File: src/rtl/sr_latch_driver.sv
// sr_latch_driver: valid/ready controlled set/reset pulse driver for an external SR latch.
// Optional SR_LATCH_DRIVER_SKIP_EN: complete at once when the latch already holds the target.

module sr_latch_driver #(
    parameter int PULSE_W   = 2,
    parameter int SETTLE    = 1,
    parameter int MAX_RETRY = 3
) (
    input  logic clock,
    input  logic reset,
    input  logic req_valid,
    input  logic req_value,
    output logic req_ready,
    output logic s,
    output logic r,
    input  logic q_in,
    input  logic qbar_in,
    output logic busy,
    output logic done,
    output logic error
);

    localparam int MAXC = (PULSE_W > SETTLE) ? PULSE_W : SETTLE;
    localparam int CW   = $clog2(MAXC + 1);
    localparam int RW   = (MAX_RETRY > 0) ? $clog2(MAX_RETRY + 1) : 1;

    localparam logic [CW-1:0] PULSE_LAST  = CW'(PULSE_W - 1);
    localparam logic [CW-1:0] SETTLE_LAST = CW'((SETTLE > 0) ? SETTLE - 1 : 0);
    localparam logic [RW-1:0] RETRY_MAX   = RW'(MAX_RETRY);

    typedef enum logic [1:0] {
        ST_IDLE,
        ST_PULSE,
        ST_SETTLE,
        ST_CHECK
    } state_t;

    state_t        state;
    state_t        state_nxt;
    logic [CW-1:0] cnt;
    logic [CW-1:0] cnt_nxt;
    logic [RW-1:0] retry;
    logic [RW-1:0] retry_nxt;
    logic          tgt;
    logic          tgt_nxt;
    logic          accept;
    logic          pass;
    logic          skip;
    logic          s_nxt;
    logic          r_nxt;
    logic          done_nxt;
    logic          error_nxt;

    assign req_ready = (state == ST_IDLE);
    assign busy      = ~req_ready;
    assign accept    = req_valid && req_ready;

    // Readback qualification: unknown or non-complementary levels never pass.
    always_comb begin
        pass = 1'b0;
        skip = 1'b0;
        if ((q_in == tgt) && (qbar_in != tgt)) begin
            pass = 1'b1;
        end
`ifdef SR_LATCH_DRIVER_SKIP_EN
        if ((q_in == req_value) && (qbar_in != req_value)) begin
            skip = 1'b1;
        end
`endif
    end

    // State register with target, phase counter and retry counter.
    always_ff @(posedge clock or posedge reset) begin
        if (reset) begin
            state <= ST_IDLE;
            cnt   <= '0;
            retry <= '0;
            tgt   <= 1'b0;
        end else begin
            state <= state_nxt;
            cnt   <= cnt_nxt;
            retry <= retry_nxt;
            tgt   <= tgt_nxt;
        end
    end

    // Next-state logic: pulse, optional settle, then check with bounded retry.
    always_comb begin
        state_nxt = state;
        cnt_nxt   = cnt;
        retry_nxt = retry;
        tgt_nxt   = tgt;
        unique case (state)
            ST_IDLE: begin
                if (accept) begin
                    tgt_nxt   = req_value;
                    retry_nxt = '0;
                    cnt_nxt   = '0;
                    if (!skip) begin
                        state_nxt = ST_PULSE;
                    end
                end
            end
            ST_PULSE: begin
                if (cnt == PULSE_LAST) begin
                    cnt_nxt   = '0;
                    state_nxt = (SETTLE == 0) ? ST_CHECK : ST_SETTLE;
                end else begin
                    cnt_nxt = cnt + 1'b1;
                end
            end
            ST_SETTLE: begin
                if (cnt == SETTLE_LAST) begin
                    cnt_nxt   = '0;
                    state_nxt = ST_CHECK;
                end else begin
                    cnt_nxt = cnt + 1'b1;
                end
            end
            ST_CHECK: begin
                cnt_nxt = '0;
                if (pass) begin
                    state_nxt = ST_IDLE;
                end else if (retry == RETRY_MAX) begin
                    state_nxt = ST_IDLE;
                end else begin
                    retry_nxt = retry + 1'b1;
                    state_nxt = ST_PULSE;
                end
            end
            default: begin
                state_nxt = ST_IDLE;
            end
        endcase
    end

    // Output decode: s/r only while the next state is PULSE, so never both.
    always_comb begin
        s_nxt     = (state_nxt == ST_PULSE) && tgt_nxt;
        r_nxt     = (state_nxt == ST_PULSE) && !tgt_nxt;
        done_nxt  = 1'b0;
        error_nxt = 1'b0;
        if (accept && skip) begin
            done_nxt = 1'b1;
        end
        if (state == ST_CHECK) begin
            if (pass) begin
                done_nxt = 1'b1;
            end else if (retry == RETRY_MAX) begin
                error_nxt = 1'b1;
            end
        end
    end

    // Registered latch drive and completion pulses; reset drops them at once.
    always_ff @(posedge clock or posedge reset) begin
        if (reset) begin
            s     <= 1'b0;
            r     <= 1'b0;
            done  <= 1'b0;
            error <= 1'b0;
        end else begin
            s     <= s_nxt;
            r     <= r_nxt;
            done  <= done_nxt;
            error <= error_nxt;
        end
    end

endmodule

File: config.mk
export PLATFORM = sky130hd
export DESIGN_NAME = sr_latch_driver
export DESIGN_NICKNAME = d
export VERILOG_FILES = /design/src/rtl/sr_latch_driver.sv
export SDC_FILE = /design/constraint.sdc
export NUM_CORES = 1
export LEC_CHECK = 0
export ABC_AREA = 1
export CAP_MARGIN = 20
export CORE_AREA = 3 3 40 42
export DETAILED_ROUTE_END_ITERATION = 8
export DIE_AREA = 0 0 43 45
export GPL_TIMING_DRIVEN = 0
export PLACE_DENSITY = 0.82
export SLEW_MARGIN = 0
export SYNTH_ARGS = -nofsm -noshare
export SYNTH_HDL_FRONTEND = slang
export SYNTH_SLANG_ARGS = --single-unit
File: constraint.sdc
create_clock -name clock -period 3.1 [get_ports clock]
set_input_delay 0.62 -clock clock [delete_from_list [all_inputs] [get_ports clock]]
set_output_delay 0.62 -clock clock [all_outputs]
set_load 0.02 [all_outputs]
==> metrics, run 1 <==
Die Ht=45 um; root buffer cell=clkbuf_4; Resize count post-CTS=0; VDD IR-drop max=0.418 mV; Tcrit/Tclk final=76.8%; Die Wd=43 um; Switching Power=0.000331 W; Setup TNS Final=0 ns; GRT Util Overall=15.0%; leak pwr=0.438 nW; DRC=0; Int Power=0.000400 W; Post-Route WL=1200 um; Arrival @ worst endpoint=1.76 ns; Crit Path Category=flop to output pin; Worst-Margin Slew=0.399 ns; antenna cells=0; worst-skew pair later-pin latency=0.26 ns; endpoint class of the critical path=output pin; register area share after synthesis=40.6%; number of global-route vias before repair=520; initial antenna violation count=0; Synth Warn #=0; total power=0.000730 W; initial core utilization=52.8%; worst-path fanout max=5; clock buffer depth=2; Startpoint Class=flop; CTS sink count=11; share of layout cells above drive strength 1=9.28%; Cell variety after synth=18; Hold Vio Cnt, Final=0; Synth Instances=82; synth-to-layout area growth=22.9%; CTS tree=done; minimum clock period=2.38 ns; gr ovfl total=0; die area=1940 um2; DRT Pass-1 Iters=3; IO Pins=12; largest net degree at the start of global routing=12; DR WL/cell=10.7 um; combinational power share=58.2%; H-Tree Depth=1; row count=13; via/cell ratio=4.83; number of synthesized register bits=11; Fmax achieved=420 MHz; Sw Share=45.3%; Max Cap Violations=0; Worst Skew=0.00483 ns; PortBufs=11; post-route ant nets=0; Num CTS Buffers=3; core area=1280 um2; synthesized area=678 um2; Hold Slack=0.476 ns; dpl hpwl=940 um; unrepaired setup endpoints after global routing=false; DRT iter0 DRCs=14; Pwr Density=877 nW/um2; CP required=2.48 ns; Max Slew Vio Count=0; Worst-path clk slew=0.06 ns; register share of total power=29.1%; Final GP Congestion=0.723; routed vias=541; design area=833 um2; status=finished clean; # Post-CTS Setup Buffers=0; first-pass GRT wire length=2130 um; Slew headroom=73.4%; mean post-synth cell area=8.27 um2; Placed Area=807 um2; hold buffer count at CTS=0; # nets final=113; Mapped Nets=97; Hold WC Path Type=flop to flop; clock power share=12.8%; Final setup viols=0
-- sequential cells by signal, indices dropped and copies added, names as in the netlist --
signal,count
error,1
cnt,2
state,2
r,1
tgt,1
done,1
s,1
retry,2
-- logic make-up (layout without fill, tap and decap cells) --
kind of cell	Yosys count	count (layout)	synth area share, %
AO/OA/AOI/OAI	11	11	10.1
adder cells (fa/ha/maj)	9	9	16.6
buffers and inverters	16	31	8.85
flip-flops	11	11	40.6
AND/OR/NAND/NOR	35	35	23.8
-- metal layers --
metal  GRT usage [%]  wire length, um  up-vias
met4            3.61                8        0
met3            5.98               69        2
met5               0                0        -
li1                -                -      285
met2            25.4              563       12
met1            18.1              559      242
-- stage by stage --
stage / cells / utilization, % / setup slack (ns)
2_1_floorplan: 82 / - / 1.47
3_3_place_gp: 108 / 62.8 / 1.04
3_5_place_dp: 108 / 62.8 / 1.01
4_1_cts: 112 / 64.8 / 0.707
5_1_grt: 112 / 64.8 / 0.600
6_report: 112 / 64.8 / 0.718
-- critical path, stage by stage, from the launching register on --
cell and delay (ns):
dfrtp_1 0.40, inv_1 0.12, ha_1 0.25, inv_1 0.11, clkdlybuf4s50_1 0.62
-- power groups by stage --
stage	logic, W	clock network (W)	registers, W
6_report	0.000425	0.0000932	0.000212
5_1_grt	0.000484	0.000104	0.000218
4_1_cts	0.000426	0.0000965	0.000212
3_5_place_dp	0.000420	0	0.000215
3_3_place_gp	0.000406	0	0.000214
2_1_floorplan	0.000292	0	0.000223
-- final timing paths --
check                              start       end  slack [ns]  cells after the start
worst min register to register  retry[1]  retry[1]        0.48                      2
min in group asynchronous          reset     error        0.66                      2
worst min-delay path            retry[1]  retry[1]        0.48                      2
max in group asynchronous          reset  retry[1]        2.16                      2
worst max register to register  state[0]         s        1.64                      8
worst max-delay path            state[0]      busy        0.72                      4
-- layout by cell type, fill, tap and decap left out --
master / instances
nand2_1: 18
nor2_2: 1
dfrtp_1: 11
nand4_1: 2
inv_1: 15
clkbuf_4: 3
o21ai_1: 1
or2_1: 1
inv_2: 1
nand3_2: 1
clkbuf_1: 1
a22o_1: 1
clkdlybuf4s50_1: 11
nand2_4: 1
nor2_1: 7
nand3_1: 3
a22oi_2: 1
a21boi_1: 1
ha_1: 9
o21ai_0: 7
nand2_2: 1
-- area by class of cell --
type	count	area, um2
inverter	16	60.1
fill	118	452
clock buffer	4	26.3
multi-input combinational	55	343
sequential	11	275
timing repair buffer	11	110
tap	15	18.8
-- cell usage after synthesis, drive strengths merged --
| master | instances | area share [%] |
|---|---|---|
| nand2 | 20 | 13 |
| inv | 16 | 8.9 |
| dfrtp | 11 | 41 |
| ha | 9 | 17 |
| nor2 | 8 | 4.8 |
| o21ai | 8 | 5.9 |
| nand3 | 4 | 3.7 |
| nand4 | 2 | 1.8 |
| a21boi | 1 | 1.1 |
| a22o | 1 | 1.3 |
| a22oi | 1 | 1.8 |
| or2 | 1 | 0.92 |
Note: power is estimated with default switching activity, not from simulation.
==> run 2, diff against run 1 <==
--- a/config.mk
+++ b/config.mk
@@ -7,11 +7,11 @@
 export LEC_CHECK = 0
 export ABC_AREA = 1
 export CAP_MARGIN = 20
-export CORE_AREA = 3 3 40 42
+export CORE_MARGIN = 3
+export CORE_UTILIZATION = 49
 export DETAILED_ROUTE_END_ITERATION = 8
-export DIE_AREA = 0 0 43 45
 export GPL_TIMING_DRIVEN = 0
-export PLACE_DENSITY = 0.82
+export PLACE_DENSITY = 0.79
 export SLEW_MARGIN = 0
 export SYNTH_ARGS = -nofsm -noshare
 export SYNTH_HDL_FRONTEND = slang
==> constraint.sdc (replaced) <==
create_clock -name clock -period 2.2 [get_ports clock]
set_input_delay 0.44 -clock clock [delete_from_list [all_inputs] [get_ports clock]]
set_output_delay 0.44 -clock clock [all_outputs]
set_load 0.02 [all_outputs]
==> run 2 against run 1 <==
Net effect: count of clock-buffer cells in the layout unchanged; hold slack worse by 0.013 ns; sequential share of layout area down 0.15 points; critical endpoint unchanged; clock power up 42%; register-to-register slack worse by 0.87 ns; core utilization up 4.8 points; largest cell class unchanged; largest power group unchanged.
==> metrics, run 2 (synthesized netlist as in run 1, its figures left out) <==
Hold Vio Cnt, Final=0 (unchanged); critical path's top delay family=buffers and inverters; status=finished clean; unrepaired setup endpoints after global routing=false; share of layout cells above drive strength 1=9.28% (unchanged); Worst-Margin Slew=0.413 ns (+0.0144 ns); PortBufs=11 (unchanged); Worst Skew=0.000948 ns (-0.00388 ns); R2R Path Start=state[0]; # Post-CTS Setup Buffers=0 (unchanged); GRT Util Overall=14.4% (-0.62 points); Post-Route WL=1140 um (-4.8%); crit-path cells=inv_1 -> ha_1 -> inv_1 -> dlymetal6s2s_1; Die Wd=43.2 um (+0.47%); Slew headroom=72.4% (-0.96 points); largest net degree at the start of global routing=12 (unchanged); Resize count post-CTS=0 (unchanged); biggest regs=cnt x2, retry x2, state x2; worst r2r dst=retry[1]; Worst Path Buf+Inv=3 (unchanged); commonest cells after routing, fill and taps aside=18 x nand2_1, 15 x inv_1, 11 x dfrtp_1; Num CTS Buffers=3 (unchanged); Startpoint Class=flop; Final setup viols=0 (unchanged); most used cell, CP=inv_1; first-pass GRT wire length=1980 um (-6.8%); worst-skew pair later-pin latency=0.26 ns (about the same); Arrival @ worst endpoint=1.34 ns (-0.42 ns); gr ovfl total=0 (unchanged); dpl hpwl=930 um (-1.1%); VDD IR-drop max=0.722 mV (+73%); initial antenna violation count=0 (unchanged); post-route ant nets=0 (unchanged); DRT iter0 DRCs=11 (-3); CP max stage cell=dfrtp_1; core area=1200 um2 (-6.5%); synth-to-layout area growth=23.4%; Fillers=104 (-12%); CP max stage delay=0.39 ns (-0.23 ns); leak pwr=0.456 nW (+4.2%); Worst-path clk slew=0.06 ns (about the same); routed vias=537 (-0.74%); Tcrit/Tclk final=80.9%; row count=12 (-1); r2r setup slk=0.77 ns (-0.87 ns); Hold WC Path Type=input port to async pin; clock buffer depth=2 (unchanged); Fmax achieved=562 MHz; design area=837 um2 (+0.45%); Max Cap Violations=0 (unchanged); R2R depth=7 (-1); DRC=0 (unchanged); H-Tree Depth=1 (unchanged); Crit Path Category=flop to output pin; CTS sink count=11 (unchanged); CP required=1.76 ns (-0.72 ns); endpoint class of the critical path=output pin; Die Ht=43.2 um (-4.0%); root buffer cell=clkbuf_4; minimum clock period=1.78 ns; number of global-route vias before repair=488 (-6.2%); IO Pins=12 (unchanged); worst-path fanout max=5 (unchanged); die area=1870 um2 (-3.6%); Max Slew Vio Count=0 (unchanged); via/cell ratio=4.84 (+0.15%); Final GP Congestion=0.749 (+3.6%); initial core utilization=56.5% (+3.7 points); most common cell after layout, fill and taps aside=nand2_1; DRT Pass-1 Iters=4 (+1); antenna cells=0 (unchanged); Placed Area=806 um2 (-0.16%); # nets final=113 (unchanged); CTS tree=done; hold buffer count at CTS=0 (unchanged); DR WL/cell=10.3 um (-3.9%); Setup TNS Final=0 ns (unchanged); Pwr Density=1200 nW/um2 (+37%)
run 2: where the power goes:
part	total (W)	switching (W)	internal (W)
combinational	0.000570	0.000345	0.000225
clock	0.000132	0.0000615	0.0000701
sequential	0.000301	0.0000376	0.000263
total	0.00100	0.000444	0.000558
run 2: per-layer routing:
| layer | vias up | wire length [um] | GRT usage, % |
|---|---|---|---|
| met5 | - | 0 | 0 |
| met2 | 14 | 545 | 24.5 |
| met1 | 233 | 518 | 16.0 |
| li1 | 288 | - | - |
| met3 | 2 | 69 | 6.78 |
| met4 | 0 | 9 | 3.61 |
run 2: through the flow:
stage | hold slack, ns | setup slack (ns) | utilization (%) | power [W] | std cells
6_report | 0.464 | 0.419 | 69.7 | 0.00100 | 111
2_1_floorplan | 0.292 | 0.645 | - | 0.000726 | 82
5_1_grt | 0.488 | 0.282 | 69.7 | 0.00112 | 111
4_1_cts | 0.467 | 0.00747 | 69.3 | 0.00102 | 111
3_5_place_dp | 0.477 | 0.303 | 67.1 | 0.000884 | 107
3_3_place_gp | 0.464 | 0.320 | 67.1 | 0.000873 | 107
run 2: final cells by class:
class | instances | area (um2) | share of cell area (%)
inverter | 16 | 60.1 | 7.17
sequential | 11 | 275 | 32.9
multi-input combinational | 55 | 343 | 41.0
tap | 14 | 17.5 | 2.09
clock buffer | 4 | 26.3 | 3.14
timing repair buffer | 11 | 115 | 13.8
run 2: worst max-delay path by stage:
stage / from / end / slack, ns / cells past startpoint
after global placement: state[0] / busy / 0.32 / 4
after global routing: state[0] / busy / 0.28 / 4
after detailed placement: state[0] / busy / 0.30 / 4
after floorplan: state[0] / cnt[0] / 0.65 / 6
after CTS: state[0] / busy / 0.007 / 4
final: state[0] / busy / 0.42 / 4
==> run 3, diff against run 2 <==
==> constraint.sdc (replaced) <==
create_clock -name clock -period 1.65 [get_ports clock]
set_input_delay 0.33 -clock clock [delete_from_list [all_inputs] [get_ports clock]]
set_output_delay 0.33 -clock clock [all_outputs]
set_load 0.02 [all_outputs]
==> run 3 against run 2 <==
Net effect: sequential cell count did not move; largest cell class unchanged; sequential power is 30% higher; clock power rose by 33%.
==> metrics, run 3 (synthesized netlist as in run 1, its figures left out) <==
status=finished clean; Worst Path Buf+Inv=3 (unchanged); R2R Path Start=state[0]; r2r setup slk=0.28 ns (-0.49 ns); Crit Path Category=flop to output pin; post-route ant nets=0 (unchanged); Max Slew Vio Count=0 (unchanged); DRT Pass-1 Iters=4 (unchanged); IO Pins=12 (unchanged); critical path depth in cells=4 (unchanged); commonest cells after routing, fill and taps aside=18 x nand2_1, 13 x inv_1, 11 x dfrtp_1; Slew headroom=71.8% (-0.60 points); Storage cell area=275 um2 (unchanged); H-Tree Depth=1 (unchanged); endpoint class of the critical path=output pin; met2 Use GR=25.1% (+0.59 points); Int Power=0.000810 W (+45%); CP max stage delay=0.40 ns (about the same); routed vias=568 (+5.8%); Sw Share=43.7% (-0.65 points); clock buffer depth=2 (unchanged); most common cell after layout, fill and taps aside=nand2_1; combinational power share=60.6% (+3.7 points); Fillers=93 (-11%); PortBufs=11 (unchanged); area of the multi-input gates=355 um2 (+3.6%); CTS sink count=11 (unchanged); initial antenna violation count=0 (unchanged); antenna cells=0 (unchanged); gr ovfl total=0 (unchanged); largest net degree at the start of global routing=12 (unchanged); register share of total power=27.3% (-2.7 points); Worst Setup SP=state[0]; dpl hpwl=930 um (unchanged); Die Ht=43.2 um (unchanged); GRT Util Overall=14.7% (+0.26 points); Hold Vio Cnt, Final=0 (unchanged); Tcrit/Tclk final=94.6%; root buffer cell=clkbuf_4; worst-path fanout max=4 (-1); row count=12 (unchanged); minimum clock period=1.56 ns; design area=868 um2 (+3.7%); Num CTS Buffers=3 (unchanged); Startpoint Class=flop; met1 Track Usage GR=16.2% (+0.26 points); leak pwr=0.453 nW (-0.78%); CTS tree=done; first-pass GRT wire length=2020 um (+2.1%); worst r2r dst=retry[1]; Post-Route WL=1230 um (+7.6%); Hold WC Path Type=input port to async pin; Final GP Congestion=0.749 (unchanged); worst-skew pair later-pin latency=0.26 ns (about the same); Worst Skew=0.000625 ns (-0.000323 ns); Critical Path Sink=busy; Switching Power=0.000629 W (+41%); # nets final=116 (+2.7%); Fmax achieved=641 MHz; Hold Slack=0.356 ns (-0.107 ns); core area=1200 um2 (unchanged); DRT iter0 DRCs=20 (+9); Worst-path clk slew=0.06 ns (about the same); VDD IR-drop max=1.07 mV (+49%); number of global-route vias before repair=497 (+1.8%); critical path's top delay family=buffers and inverters; Final setup viols=0 (unchanged); crit-path cells=inv_2 -> ha_4 -> inv_1 -> clkdlybuf4s15_2; initial core utilization=56.5% (unchanged); clock power share=12.2% (-0.9 points); CP required=1.32 ns (-0.44 ns); DRC=0 (unchanged); Max Cap Violations=0 (unchanged); CP max stage cell=dfrtp_1; Die Wd=43.2 um (unchanged); Worst-Margin Slew=0.422 ns (+0.00898 ns); Placed Area=806 um2 (unchanged); synth-to-layout area growth=28.0%; DR WL/cell=10.8 um (+4.8%); via/cell ratio=4.98 (+3.0%); unrepaired setup endpoints after global routing=false; met3 track utilization from global routing=6.78% (unchanged); R2R depth=6 (-1); grt peak-use layer=met2; biggest regs=cnt x2, retry x2, state x2; share of layout cells above drive strength 1=16.0% (+6.7 points); die area=1870 um2 (unchanged); Arrival @ worst endpoint=1.23 ns (-0.11 ns); Pwr Density=1660 nW/um2 (+38%)
==> run 3: area by class of cell <==
cell class | count | share of cell area [%]
tap | 14 | 2.02
multi-input combinational | 55 | 40.9
timing repair buffer | 14 | 15.4
inverter | 16 | 6.92
sequential | 11 | 31.7
clock buffer | 4 | 3.03
==> run 3: metrics by stage <==
step	utilization (%)	power, W	cells	TNS, ns	setup WS [ns]
after floorplan	-	0.000968	82	0	0.0953
after global placement	67.1	0.00116	107	-0.174	-0.120
after detailed placement	67.1	0.00118	107	-0.204	-0.137
after CTS	70.2	0.00139	112	0	0.00833
after global routing	72.3	0.00160	114	0	0.0267
final	72.3	0.00144	114	0	0.0899
==> run 3: power groups by stage <==
stage / Sequential, W / Combinational, W / Clock [W]
after floorplan: 0.000419 / 0.000549 / 0
after global placement: 0.000405 / 0.000760 / 0
after CTS: 0.000400 / 0.000800 / 0.000185
after detailed placement: 0.000407 / 0.000772 / 0
after global routing: 0.000401 / 0.00100 / 0.000197
final: 0.000392 / 0.000872 / 0.000175
==> run 3: how the worst min path moves through the flow <==
stage                     slack, ns        to     start
final                          0.36  state[0]     reset
after global routing           0.38    cnt[0]     reset
after CTS                      0.36  state[0]     reset
after detailed placement       0.48  retry[1]  retry[1]
after global placement         0.46  retry[1]  retry[1]
after floorplan                0.18    cnt[0]     reset
==> run 3: per-layer routing <==
layer  wire length [um]  up-vias
met2                593       23
met5                  0        -
met4                  9        0
li1                   -      295
met3                 97        2
met1                529      248
==> run 3: repair_timing <==
action,4_1_cts,5_1_grt
hold buffers,0,0
resized for setup,8,1
setup endpoints to repair,2,2
setup buffers,1,2
